**src/rtl/bitserial_pkg.sv**
```systemverilog
// rtl/bitserial_pkg.sv - shared FSM state encoding for the bit-serial operand link
package bitserial_pkg;

    typedef enum logic [1:0] {
        ST_IDLE  = 2'd0,
        ST_START = 2'd1,
        ST_SHIFT = 2'd2,
        ST_GAP   = 2'd3
    } state_t;

endpackage

```
**src/rtl/bitserial_hold_reg.sv**
```systemverilog
// rtl/bitserial_hold_reg.sv - one-entry valid/ready holding register
module bitserial_hold_reg #(
    parameter int WIDTH = 32
) (
    input  logic             clk,
    input  logic             rst_n,
    input  logic             push,
    input  logic [WIDTH-1:0] push_data,
    input  logic             pop,
    output logic             valid,
    output logic [WIDTH-1:0] data
);

    logic             r_valid;
    logic [WIDTH-1:0] r_data;

    // The owner guarantees push and pop never coincide, so push simply wins.
    always_ff @(posedge clk or negedge rst_n) begin
        if (!rst_n) begin
            r_valid <= 1'b0;
            r_data  <= '0;
        end else if (push) begin
            r_valid <= 1'b1;
            r_data  <= push_data;
        end else if (pop) begin
            r_valid <= 1'b0;
        end
    end

    assign valid = r_valid;
    assign data  = r_data;

endmodule

```
**src/rtl/bitserial_operand_serializer.sv**
```systemverilog
// rtl/bitserial_operand_serializer.sv - start pulse, parallel mcand and LSB-first serial mplier
module bitserial_operand_serializer
    import bitserial_pkg::*;
#(
    parameter int MCAND_WIDTH  = 16,
    parameter int MPLIER_WIDTH = 16,
    parameter int GAP_CYCLES   = 2
) (
    input  logic                    clk,
    input  logic                    rst_n,
    input  logic                    in_valid,
    output logic                    in_ready,
    input  logic [MCAND_WIDTH-1:0]  in_mcand,
    input  logic [MPLIER_WIDTH-1:0] in_mplier,
    output logic                    start_out,
    output logic [MCAND_WIDTH-1:0]  mcand_out,
    output logic [MPLIER_WIDTH-1:0] mplier_out,
    output logic                    ser_bit,
    output logic                    busy
);

    localparam int HW = MCAND_WIDTH + MPLIER_WIDTH;
    localparam int CW = $clog2(MPLIER_WIDTH + 1);
    localparam int GW = $clog2(GAP_CYCLES + 1);
    localparam logic [CW-1:0] LAST_BIT = CW'(MPLIER_WIDTH - 1);
    localparam logic [GW-1:0] LAST_GAP = GW'(GAP_CYCLES - 1);

    state_t                  r_state;
    logic                    r_run;
    logic [MPLIER_WIDTH-1:0] r_shreg;
    logic [CW-1:0]           r_bit_cnt;
    logic [GW-1:0]           r_gap_cnt;
    logic                    r_start;
    logic                    r_ser;
    logic                    r_busy;
    logic [MCAND_WIDTH-1:0]  r_mcand;
    logic [MPLIER_WIDTH-1:0] r_mplier;

    logic                    w_push;
    logic                    w_pop;
    logic                    w_hold_valid;
    logic [HW-1:0]           w_hold_data;

    // r_run keeps in_ready low until the first edge after reset release.
    assign in_ready = r_run & ~w_hold_valid;
    assign w_push   = in_valid & in_ready;
    assign w_pop    = w_hold_valid &
                      ((r_state == ST_IDLE) ||
                       ((r_state == ST_GAP) && (r_gap_cnt == LAST_GAP)));

    bitserial_hold_reg #(
        .WIDTH(HW)
    ) u_hold (
        .clk      (clk),
        .rst_n    (rst_n),
        .push     (w_push),
        .push_data({in_mcand, in_mplier}),
        .pop      (w_pop),
        .valid    (w_hold_valid),
        .data     (w_hold_data)
    );

    always_ff @(posedge clk or negedge rst_n) begin
        if (!rst_n) begin
            r_state   <= ST_IDLE;
            r_run     <= 1'b0;
            r_shreg   <= '0;
            r_bit_cnt <= '0;
            r_gap_cnt <= '0;
            r_start   <= 1'b0;
            r_ser     <= 1'b0;
            r_busy    <= 1'b0;
            r_mcand   <= '0;
            r_mplier  <= '0;
        end else begin
            r_run <= 1'b1;
            if (w_pop) begin
                r_mcand  <= w_hold_data[HW-1:MPLIER_WIDTH];
                r_mplier <= w_hold_data[MPLIER_WIDTH-1:0];
                r_shreg  <= w_hold_data[MPLIER_WIDTH-1:0];
            end
            case (r_state)
                ST_IDLE: begin
                    if (w_pop) begin
                        r_start <= 1'b1;
                        r_busy  <= 1'b1;
                        r_state <= ST_START;
                    end
                end
                ST_START: begin
                    r_start   <= 1'b0;
                    r_ser     <= r_shreg[0];
                    r_shreg   <= r_shreg >> 1;
                    r_bit_cnt <= '0;
                    r_state   <= ST_SHIFT;
                end
                ST_SHIFT: begin
                    if (r_bit_cnt == LAST_BIT) begin
                        r_ser     <= 1'b0;
                        r_gap_cnt <= '0;
                        r_state   <= ST_GAP;
                    end else begin
                        r_ser     <= r_shreg[0];
                        r_shreg   <= r_shreg >> 1;
                        r_bit_cnt <= r_bit_cnt + 1'b1;
                    end
                end
                ST_GAP: begin
                    if (r_gap_cnt == LAST_GAP) begin
                        if (w_hold_valid) begin
                            r_start <= 1'b1;
                            r_state <= ST_START;
                        end else begin
                            r_busy  <= 1'b0;
                            r_state <= ST_IDLE;
                        end
                    end else begin
                        r_gap_cnt <= r_gap_cnt + 1'b1;
                    end
                end
                default: r_state <= ST_IDLE;
            endcase
        end
    end

    assign start_out  = r_start;
    assign ser_bit    = r_ser;
    assign busy       = r_busy;
    assign mcand_out  = r_mcand;
    assign mplier_out = r_mplier;

endmodule

```
**config.mk**
```make
export PLATFORM = sky130hd
export DESIGN_NAME = bitserial_operand_serializer
export DESIGN_NICKNAME = d
export VERILOG_FILES = /design/src/rtl/bitserial_pkg.sv /design/src/rtl/bitserial_hold_reg.sv /design/src/rtl/bitserial_operand_serializer.sv
export SDC_FILE = /design/constraint.sdc
export NUM_CORES = 1
export LEC_CHECK = 0
export BUFFER_PORTS_ARGS = -buffer_cell sky130_fd_sc_hd__buf_2
export CORE_MARGIN = 5
export CORE_UTILIZATION = 54
export CTS_BUF_LIST = sky130_fd_sc_hd__clkbuf_8
export DETAILED_ROUTE_END_ITERATION = 7
export PLACE_DENSITY = 0.84
export RECOVER_POWER = 50
export SLEW_MARGIN = 10
export SYNTH_ARGS = -nofsm -noshare
export SYNTH_HDL_FRONTEND = slang
export SYNTH_HIERARCHICAL = 1
export SYNTH_SLANG_ARGS = --single-unit
```
**constraint.sdc**
```tcl
create_clock -name clk -period 2.6 [get_ports clk]
set_input_delay 0.13 -clock clk [delete_from_list [all_inputs] [get_ports clk]]
set_output_delay 0.13 -clock clk [all_outputs]
set_load 0.01 [all_outputs]
```
==> results_dict.tcl <==
set metrics [dict create \
    status "finished clean" \
    setup_viol 0 \
    cts_num_sinks 94 \
    p_per_area_nw_per_um2 1210 \
    port_buffers 70 \
    hold_ws_ns 0.0178 \
    synth_area_per_cell_um2 12.0 \
    mappedNetlistArea_um2 4070 \
    yosys_warnings 6 \
    clk_latency_ns 0.37 \
    ys_seq_area_frac 0.578 \
    htree_levels 3 \
    ir_drop_mv 0.600 \
    gp_congestion 0.746 \
    vias 2767 \
    utilization 0.678 \
    syn-instance-count 340 \
    fin_tns_setup_ns 0 \
    cts.repair.resized 0 \
    worstSetupPathType "reg -> reg" \
    root_buffer "clkbuf_8" \
    fin_skew_ns 0.0119 \
    synth_cell_types 35 \
    fin_crit_sh 0.811 \
    holdBufCountCts 27 \
    grtUsageMet2 0.301 \
    hp-class "in -> reg" \
    worstPathArrival_ns 2.34 \
    reg2reg_slack_ns 0.49 \
    die_h_um 96.8 \
    hold_viol_final 0 \
    antenna_cells 0 \
    critPathMaxFanout 15 \
    cts_buffer_depth 2 \
    globalRouteMet1Util 0.227 \
    synth-seq-cells 94 \
    synthesis.nets 384 \
    hpwlAfterDp_um 5320 \
    drv_cap 0 \
    track_usage 0.182 \
    timing.critical_path.required_ns 2.83 \
    viasPerCell 5.13 \
    cts_tree "done" \
    grtUsageMet3 0.0669 \
    final_max_slew_viol_count 0 \
    synth-edff-count 0 \
    core-area_um2 7290 \
    postCtsSetupBuffers 0 \
    wl_um 8350 \
    antenna_found_initial 0 \
    rsz0062_at_grt "no" \
    ys.flop_type "dfrtp_1" \
    placementRows 31 \
    clkTransAtPathRegs_ns 0.09 \
    die_w_um 96.8 \
    worstMarginPinSlew_ns 1.23 \
    grt_pass1_vias 2901 \
    maxSlewHeadroom 0.181 \
    drc 0 \
    cp-start-kind "flop" \
    antenna_left 0 \
    grt_start_max_net_pins 95 \
    cts_buffers 9 \
    min_period_ns 2.11 \
    start_util 0.558 \
    dp_slack_ns 0.501 \
    endpoint_kind "flop" \
    max_freq_mhz 474 \
    grt_pass1_wl_um 14000 \
    drtPass1Iterations 4 \
    area_growth_pct 21.4 \
    die_area_um2 9380 \
    busiest_layer "met2" \
    drtIter0Drc 128 \
    worst_slack_ns 0.492 \
    p_leak_uw 0.00245 \
    drive_gt1_frac 0.257 \
    synthArstFlopShare 1.00 \
    overflow 0 \
    post_drt_wl_per_cell_um 15.5 \
    num_io_pins 71 \
    num-nets-final 479 \
]
==> path summary, 6_finish.rpt <==
| path | startpoint | end | cells past startpoint |
|---|---|---|---|
| worst max register to register | r_bit_cnt[0] | r_shreg[4] | 7 |
| max in group asynchronous | rst_n | busy | 3 |
| min in group asynchronous | rst_n | mplier_out[1] | 3 |
| worst min-delay path | in_mcand[6] | u_hold/data[22] | 2 |
| worst max-delay path | r_bit_cnt[0] | r_shreg[4] | 7 |
| worst min register to register | u_hold/data[30] | mcand_out[14] | 2 |
==> power by group <==
group	leakage [uW]	internal (uW)	switching, uW
registers	0.00118	2090	392
clock network	0.000127	656	545
logic	0.00115	1030	1290
total	0.00245	3780	2230
==> synth_stat cells, types with 2 or more instances <==
cell,n,area share
o21ai_1,16,0.020
buf_4,6,0.011
buf_12,3,0.015
o21ai_0,3,0.0037
nor2b_1,2,0.0031
o21bai_1,2,0.0037
mux2_4,30,0.11
buf_2,7,0.0086
nand2_1,104,0.096
xnor2_1,3,0.0065
a32oi_1,15,0.032
a21o_1,3,0.0055
dfrtp_1,94,0.58
a22o_1,5,0.011
o31ai_1,3,0.0055
inv_1,7,0.0065
nand2b_1,3,0.0046
and2_1,2,0.0031
a21oi_1,3,0.0037
mux2_2,4,0.011
buf_6,3,0.0083
ha_1,9,0.028
==> kinds of logic after synthesis <==
kind of cell	share of synthesized area
and+or+nand+nor	0.116
DFF	0.578
AOI/OAI and AO/OA	0.0971
muxes	0.124
buffers and inverters	0.0501
adders and majority gates	0.0277
xor gates and xnor gates	0.00645
other	0.000921
==> flip-flops by register name, summed over array words and instances (netlist names) <==
name	count
u_hold/valid	1
r_gap_cnt	2
u_hold/data	32
r_run	1
r_bit_cnt	5
start_out	1
r_state	2
ser_bit	1
r_shreg	16
mcand_out	16
mplier_out	16
busy	1
==> critical path, cell delays in order, from the launching register on <==
cell and delay (ns):
dfrtp_1 0.43, ha_1 0.22, and3_1 0.19, ha_1 0.29, nand2_1 0.12, nand2_1 0.30
a32oi_1 0.33, o21ai_1 0.09
==> per-layer routing <==
metal	part of all wire	vias to the layer above
li1	-	1337
met1	0.43	1347
met2	0.51	79
met3	0.059	4
met4	0.0045	0
met5	0	-
==> per-stage QoR <==
step                cell area [um2]  std cells  total power (uW)
floorplan                      4070        340              4230
global placement               4430        493              4680
detailed placement             4430        493              4830
CTS                            4950        536              6080
global route                   4940        539              6410
finish                         4940        539              6000
==> cell type report <==
type | count | area [um2]
Clock buffer | 9 | 124
Clock inverter | 7 | 128
Fill cell | 557 | 2350
Inverter | 8 | 30.0
Multi-Input combinational cell | 219 | 1520
Sequential cell | 94 | 2350
Tap cell | 99 | 124
Timing Repair Buffer | 103 | 667
==> cells in the final DEF (no fill, tap or decap), types with 4 or more instances in the layout <==
cell,n
ha_1,9
a22o_1,5
inv_1,7
dlygate4sd3_1,30
dfrtp_1,94
mux2_2,4
nand2_1,103
o21ai_1,16
clkbuf_8,9
mux2_4,30
clkbuf_1,17
buf_2,52
a32oi_1,15
No activity file was read; power rests on OpenSTA's default activity.
